## config.mk

```make
export PLATFORM = sky130hd
export DESIGN_NAME = multi_channel_timer
export DESIGN_NICKNAME = d
export VERILOG_FILES = /design/src/rtl/multi_channel_timer.sv
export SDC_FILE = /design/constraint.sdc
export NUM_CORES = 1
export LEC_CHECK = 0
export BUFFER_PORTS_ARGS = -buffer_cell sky130_fd_sc_hd__buf_2
export CAP_MARGIN = 40
export CORE_UTILIZATION = 45
export DETAILED_ROUTE_END_ITERATION = 10
export HOLD_SLACK_MARGIN = 0.03
export MAX_ROUTING_LAYER = met4
export PLACE_DENSITY = 0.69
export REMOVE_ABC_BUFFERS = 1
export SYNTH_ARGS = -nofsm -noshare
export SYNTH_HDL_FRONTEND = slang
export SYNTH_SLANG_ARGS = --single-unit
```

## constraint.sdc

```tcl
create_clock -name clk -period 6.9 [get_ports clk]
set_clock_uncertainty 0.2 [all_clocks]
set_input_delay 0.69 -clock clk [delete_from_list [all_inputs] [get_ports clk]]
set_output_delay 0.69 -clock clk [all_outputs]
set_load 0.02 [all_outputs]
```

## src/rtl/multi_channel_timer.sv

```systemverilog
// multi_channel_timer: NUM_CH one-shot/periodic/edge-PWM/centre-PWM channels on one shared prescaler.
// Define TIMER_CAPTURE_EN to add per-channel input capture (capture_in/capture_val).
module multi_channel_timer #(
    parameter int NUM_CH  = 4,
    parameter int CNT_W   = 32,
    parameter int PRESC_W = 8
) (
    input  logic                    clk,
    input  logic                    reset,
    input  logic [PRESC_W-1:0]      prescale,
    input  logic [NUM_CH-1:0]       enable,
    input  logic [NUM_CH-1:0]       start,
    input  logic [2*NUM_CH-1:0]     mode,
    input  logic [CNT_W*NUM_CH-1:0] load,
    input  logic [CNT_W*NUM_CH-1:0] compare,
    input  logic [NUM_CH-1:0]       irq_clear,
`ifdef TIMER_CAPTURE_EN
    input  logic [NUM_CH-1:0]       capture_in,
    output logic [CNT_W*NUM_CH-1:0] capture_val,
`endif
    output logic [NUM_CH-1:0]       running,
    output logic [NUM_CH-1:0]       timeout,
    output logic [NUM_CH-1:0]       pwm_out,
    output logic [NUM_CH-1:0]       irq_status,
    output logic                    irq
);
    typedef enum logic [1:0] {IDLE, RUN, DONE} state_t;

    logic [PRESC_W-1:0] presc_cnt;
    logic               tick;

    assign tick = presc_cnt >= prescale;
    assign irq  = |irq_status;

    always_ff @(posedge clk or posedge reset)
        if (reset) presc_cnt <= '0;
        else presc_cnt <= tick ? '0 : presc_cnt + PRESC_W'(1);

    for (genvar i = 0; i < NUM_CH; i++) begin : g_ch
        logic [CNT_W-1:0] ld, cmp, cnt;
        logic [1:0]       md;
        state_t           st;
        logic             up, tmo, pwm, irq_r, set;

        assign ld            = load[CNT_W*i +: CNT_W];
        assign cmp           = compare[CNT_W*i +: CNT_W];
        assign md            = mode[2*i +: 2];
        assign running[i]    = st == RUN;
        assign timeout[i]    = tmo;
        assign pwm_out[i]    = pwm;
        assign irq_status[i] = irq_r;

        always_ff @(posedge clk or posedge reset)
            if (reset) begin
                st  <= IDLE;
                cnt <= '0;
                up  <= 1'b0;
                tmo <= 1'b0;
                pwm <= 1'b0;
            end else begin
                tmo <= 1'b0;
                if (!enable[i]) begin
                    st  <= IDLE;
                    cnt <= '0;
                    up  <= 1'b0;
                    pwm <= 1'b0;
                end else if (start[i]) begin
                    st  <= RUN;
                    cnt <= ld;
                    up  <= 1'b0;
                end else if (st == RUN && tick) begin
                    pwm <= md[1] && cnt < cmp;
                    if (md != 2'b11) begin
                        up  <= 1'b0;
                        tmo <= cnt == '0;
                        cnt <= (cnt != '0) ? cnt - CNT_W'(1) : (md == 2'b00 ? '0 : ld);
                        if (cnt == '0 && md == 2'b00) st <= DONE;
                    end else if (!up) begin
                        tmo <= cnt == '0;
                        if (cnt != '0) cnt <= cnt - CNT_W'(1);
                        else if (ld != '0) begin
                            // turn around at zero on the same tick so the period is 2*load
                            up  <= 1'b1;
                            cnt <= CNT_W'(1);
                        end
                    end else if (cnt >= ld) begin
                        up  <= 1'b0;
                        cnt <= cnt - CNT_W'(1);
                    end else cnt <= cnt + CNT_W'(1);
                end
            end

`ifdef TIMER_CAPTURE_EN
        logic [2:0]       sync;
        logic [CNT_W-1:0] cap;
        logic             cap_hit;

        assign cap_hit = sync[1] && !sync[2] && st == RUN;
        assign set     = tmo | cap_hit;
        assign capture_val[CNT_W*i +: CNT_W] = cap;

        always_ff @(posedge clk or posedge reset)
            if (reset) begin
                sync <= '0;
                cap  <= '0;
            end else begin
                sync <= {sync[1:0], capture_in[i]};
                if (cap_hit) cap <= cnt;
            end
`else
        assign set = tmo;
`endif

        // set wins over a simultaneous clear
        always_ff @(posedge clk or posedge reset)
            if (reset) irq_r <= 1'b0;
            else irq_r <= (irq_r & ~irq_clear[i]) | set;
    end
endmodule
```

; ---- After elaboration in Yosys (flattened, before gate mapping)
; Index checks and enable logic that the tools add are counted.
[op_classes]
muxes = 125
add_sub_neg = 9
magnitude_cmp = 9
reduce_logical = 41
bitwise = 12
n_eq_ne = 32
[op_table]
columns = operator, count
row1 = 2-to-1 mux 32 bit, 40
row2 = nonzero test 32 bit, 8
row3 = "adder 32 x 1 -> 32 bit, second input constant", 4
row4 = greater-or-equal comparator 32 bit, 4
row5 = zero test 32 bit, 4
row6 = less-than comparator 32 bit, 4
row7 = "subtractor 32 x 1 -> 32 bit, second input constant", 4
row8 = 2-to-1 mux 1 bit, 64
row9 = 2-to-1 mux 2 bit, 20
row10 = "!= test 3 x 1 -> 1 bit, second input constant", 12
row11 = "!= test 6 x 1 -> 1 bit, second input constant", 4
row12 = "!= test 2 bit, second input constant", 8
row13 = AND reduction 2 bit, 8
row14 = logical AND 1 bit, 12
row15 = AND reduction 3 bit, 4
row16 = "adder 8 x 1 -> 8 bit, second input constant", 1
row17 = "== test 2 x 1 -> 1 bit, second input constant", 4
row18 = greater-or-equal comparator 8 bit, 1
row19 = zero test 2 bit, 4
row20 = 2-to-1 mux 8 bit, 1
row21 = "!= test 2 x 1 -> 1 bit, second input constant", 4
row22 = bitwise AND 1 bit, 4
row23 = inverter 1 bit, 4
row24 = OR 1 bit, 4
row25 = OR reduction 4 bit, 1
[totals]
output_inout_bits = 17
elab_cells = 253
ff_bits = 160

; ---- Logic depth before layout (Yosys ltp)
[logic_depth]
word_depth = 8
ltp_mapped = 13
depth_no_buf = 11

; ---- Least setup slack after synthesis
; Ideal clock, no wire load.
[synth_path]
path_kind = in2reg
startpoint = in load[60]
endpoint = reg g_ch[1].cnt[27]
setup_slack_ps = 3101
cell_stages = 12
t_arrival_ps = 3464
n_path_buf = 2
setup_ps = 134
required_time_ps = 6566
path_cell_list = inv_1 -> ha_1 -> nand4_1 -> or4_1 -> a2111o_1 -> o22ai_1 -> a311o_1 -> clkbuf_1 -> clkbuf_1 -> o21ai_0 -> a2111oi_0 -> a21oi_1
[synth_between]
elab_chain_len = 7
elab_cells_between_ends = 10
classes_between = order compare: 1 / eq/ne: 1 / mux: 6 / reduce/logical: 2
[synth_rtl]
columns = element, line_no
row1 = "start, declared", 14  ; input logic [CNT_W*NUM_CH-1:0] load,
row2 = greater-or-equal comparator 32 bit, 86  ; end else if (cnt >= ld) begin
row3 = 2-to-1 mux 32 bit, 86
row4 = 2-to-1 mux 32 bit, 78  ; end else if (!up) begin
row5 = 2-to-1 mux 32 bit, 73  ; if (md != 2'b11) begin
row6 = 2-to-1 mux 32 bit, 71  ; end else if (st == RUN && tick) begin
row7 = 2-to-1 mux 32 bit, 67  ; end else if (start[i]) begin
row8 = 2-to-1 mux 32 bit, 62  ; if (!enable[i]) begin
row9 = "end signal, assigned", 69  ; cnt <= ld;
row10 = "end signal, assigned", 76  ; cnt <= (cnt != '0) ? cnt - CNT_W'(1) : (md == 2'b00 ? '0 : ld);
row11 = "end signal, assigned", 80  ; if (cnt != '0) cnt <= cnt - CNT_W'(1);
row12 = "end, declared", 40  ; logic [CNT_W-1:0] ld, cmp, cnt;
; Parallel ways exist; a longest one is shown, timed or not. The select of a mux whose other input is x is not followed.
; A chain may end at the register's enable or synchronous reset.

; ---- Final worst setup path
[layout_path]
startpoint = reg g_ch[1].cnt[23]
endpoint = reg g_ch[1].cnt[30]
[layout_between]
elab_chain_len = 7
elab_cells_between_ends = 14
classes_between = add/sub: 2 / order compare: 1 / eq/ne: 1 / mux: 8 / reduce/logical: 2
[layout_rtl]
columns = element, line_no
row1 = subtractor 32 x 1 -> 32 bit (tied with other cells), "76, 80, 88"
row2 = "2-to-1 mux 32 bit, on equally long branches", "80, 86"
row3 = 2-to-1 mux 32 bit, 78
row4 = 2-to-1 mux 32 bit, 73
row5 = 2-to-1 mux 32 bit, 71
row6 = 2-to-1 mux 32 bit, 67
row7 = 2-to-1 mux 32 bit, 62
; Parallel ways exist; a longest one is shown, timed or not. The select of a mux whose other input is x is not followed.

==> impl_metrics.py <==
metrics = {
    "run_status": {
        "outcome": "finished clean",
    },
    "grt": {
        "grt_pass1_vias": 23160,
        "antenna_found_initial": 3,
        "track_usage": 0.3433,
        "overflow": 0,
        "grt_max_degree": 69,
        "grt_pass1_wl_mm": 130.9,
    },
    "logic_synthesis": {
        "yosysTopAreaCell": "dfrtp_1",
        "synth_flop_cell": "dfrtp_1",
        "yosysMostFrequentCell": "inv_1",
        "synthTopCellsByCount": "inv_1, ha_1, nand2_1, nor2_1, a21oi_1",
        "yosysWarnings": 0,
        "postSynthCellCount": 2943,
        "yosysSeqAreaShare": 0.1836,
        "synth_edf_count": 0,
        "synth_top_area_share": 0.1836,
        "syn_area_sq_mm": 0.02180,
        "avgSynthCellArea_sq_um": 7.409,
        "synth-seq-cells": 160,
        "async_reset_ff_frac": 1.000,
        "synth.distinct_cells": 89,
        "synth_area_leaders": "dfrtp_1, ha_1, inv_1, a21oi_1, o21ai_0",
    },
    "clock_network": {
        "tritoncts": "done",
        "cts_num_sinks": 160,
        "clk_pin_slew_ns": 0.08,
        "cts_resized": 0,
        "htree_levels": 4,
        "cts_root_buf": "clkbuf_16",
        "clockBufferDepth": 2,
        "numCtsBuffers": 17,
        "clkLatencyLatePin_ns": 0.51,
        "hold_buffers": 0,
        "cts_setup_buffers": 0,
    },
    "route": {
        "drtIter0Drc": 2638,
        "drc": 0,
        "wl_per_cell_microns": 22.20,
        "vias_per_cell": 6.452,
        "vias": 24090,
        "ant_nets": 0,
        "wl_mm": 82.87,
        "drt-pass1-iter-count": 7,
    },
    "critical_path": {
        "r2r-start": "g_ch[1].cnt[23]",
        "cp_top_family": "simple AND/OR/NAND/NOR gates",
        "cp_slowest_cell": "nor2_1",
        "reg2reg_slack_ns": 1.98,
        "reg2reg_to": "g_ch[1].cnt[30]",
        "required_ns": 7.13,
        "crit_top_cell": "o22ai_1",
        "arrival_ns": 5.14,
        "path_buf_inv": 1,
        "crit_type": "reg -> reg",
        "crit_fanout": 35,
        "slowest_delay_ns": 0.86,
        "reg2regPathDepth": 11,
        "crit_chain": "ha_1 -> nand4_1 -> or4_1 -> a2111o_1 -> o22ai_1 -> a311o_1 -> buf_4 -> nand2_1 -> nor2_1 -> a31oi_1 -> o22ai_1",
        "start_kind": "flip-flop",
        "endpoint_kind": "flip-flop",
    },
    "floorplanning": {
        "std_cell_rows": 80,
        "io_pins": 303,
        "coreArea_sq_mm": 0.04775,
        "start_util": 0.4567,
        "die_y_microns": 222.1,
        "die_area_sq_mm": 0.04934,
        "die_w_microns": 222.1,
    },
    "timing": {
        "clock.fmax_mhz": 203.4,
        "hold_viol": 0,
        "report.final.slew_viol_count": 0,
        "setup_tns_ns": 0,
        "worst_pin_slew_ns": 0.9715,
        "setup_viol": 0,
        "fin_crit_sh": 0.7126,
        "rsz0062_at_grt": "false",
        "maxSlewHeadroom": 0.3499,
        "min_period_ns": 4.917,
    },
    "placement": {
        "dp_hpwl_mm": 61.25,
        "gp_congestion": 0.9811,
        "port_buffers": 302,
    },
    "power": {
        "power.density_mw_per_mm2": 155.9,
        "seqPwrFrac": 0.340,
        "p_leak_nw": 11.91,
        "internal-power_w": 0.002206,
        "ir_drop_mv": 0.1971,
        "comb_power_share": 0.377,
        "switchingPower_w": 0.001569,
        "power.share.clock": 0.283,
        "switching_share": 0.4156,
    },
    "job": {
        "maxCapViolations": 0,
    },
    "layout": {
        "n_fill_cell": 4708,
        "drive_gt1_frac": 0.1355,
        "syn_to_final_growth_pct": 11.03,
        "postLayoutCoreUtil": 0.5070,
        "nNetsFinal": 3660,
    },
    "hold_path": {
        "min_path_type": "in -> async",
    },
}
## cells by family after synthesis
| logic type | share of synthesized area |
|---|---|
| flip-flops | 0.1836 |
| multiplexers | 0.01928 |
| buffers and inverters | 0.09273 |
| adder cells (fa/ha/maj) | 0.1571 |
| XOR/XNOR | 0.06025 |
| AND/OR/NAND/NOR | 0.2303 |
| AO/OA/AOI/OAI | 0.2567 |
## layout by cell type (no fill, tap or decap), drive strengths merged, types with 20 or more instances in the layout
master	n
a211oi	36
a21o	67
a21oi	192
a221o	32
a221oi	52
a31oi	31
and3	46
buf	337
clkbuf	22
dfrtp	160
ha	273
inv	310
mux2i	33
nand2	210
nand2b	26
nand3	108
nand4	80
nor2	208
nor2b	20
nor3	93
nor4	76
o211ai	28
o21ai	175
o22ai	25
or3	25
or4	26
xnor2	74
xor2	76
## through the flow
step	cells	hold slack (ns)	cell area (sq um)	total power, W	setup WS (ns)
2_1_floorplan	2744	0.2556	20950	0.002130	1.679
3_3_place_gp	3686	0.2356	23480	0.002638	1.846
3_5_place_dp	3697	0.2511	23590	0.002682	1.779
4_1_cts	3729	0.1376	24200	0.003757	2.157
5_1_grt	3732	0.1710	24210	0.004005	1.819
6_report	3733	0.1293	24210	0.003774	1.983
## power groups by stage
| stage | combinational (W) | sequential [W] | clock [W] |
|---|---|---|---|
| after global placement | 0.00135 | 0.00129 | 0 |
| after CTS | 0.00140 | 0.00127 | 0.00108 |
| after global routing | 0.00159 | 0.00130 | 0.00111 |
| after floorplan | 0.000928 | 0.00120 | 0 |
| final | 0.00142 | 0.00128 | 0.00107 |
| after detailed placement | 0.00139 | 0.00129 | 0 |
## flip-flops by register name (all words and copies together), names as in the netlist
name and flops:
g_ch.cnt 128, g_ch.st 8, presc_cnt 8, g_ch.irq_r 4, g_ch.pwm 4, g_ch.set 4, g_ch.up 4
## routing by layer
metal | up-vias | part of all wire | GRT usage
met5 | - | 0 | -
met4 | 0 | 0.033 | 0.1331
met3 | 198 | 0.088 | 0.06427
met2 | 1282 | 0.44 | 0.5160
met1 | 11470 | 0.44 | 0.4533
li1 | 11140 | - | -
## worst max path at each step
stage,from,endpoint,cells after the start
floorplan,load[93],g_ch[2].cnt[3],11
global placement,load[60],g_ch[1].cnt[15],13
detailed placement,load[60],g_ch[1].cnt[30],13
CTS,g_ch[1].cnt[28],g_ch[1].cnt[15],11
global route,g_ch[1].cnt[29],g_ch[1].cnt[30],11
finish,g_ch[1].cnt[23],g_ch[1].cnt[30],11
## area by class of cell
cell class	instances	area (sq um)	share of cell area
antenna	4	10.01	0.0004135
clock buffer	22	474.2	0.01959
clock inverter	10	133.9	0.005530
inverter	312	1176	0.04858
multi-input combinational	2272	15830	0.6537
sequential	160	4004	0.1654
tap	615	769.5	0.03178
timing repair buffer	338	1815	0.07499
No activity file was read; power rests on OpenSTA's default activity.
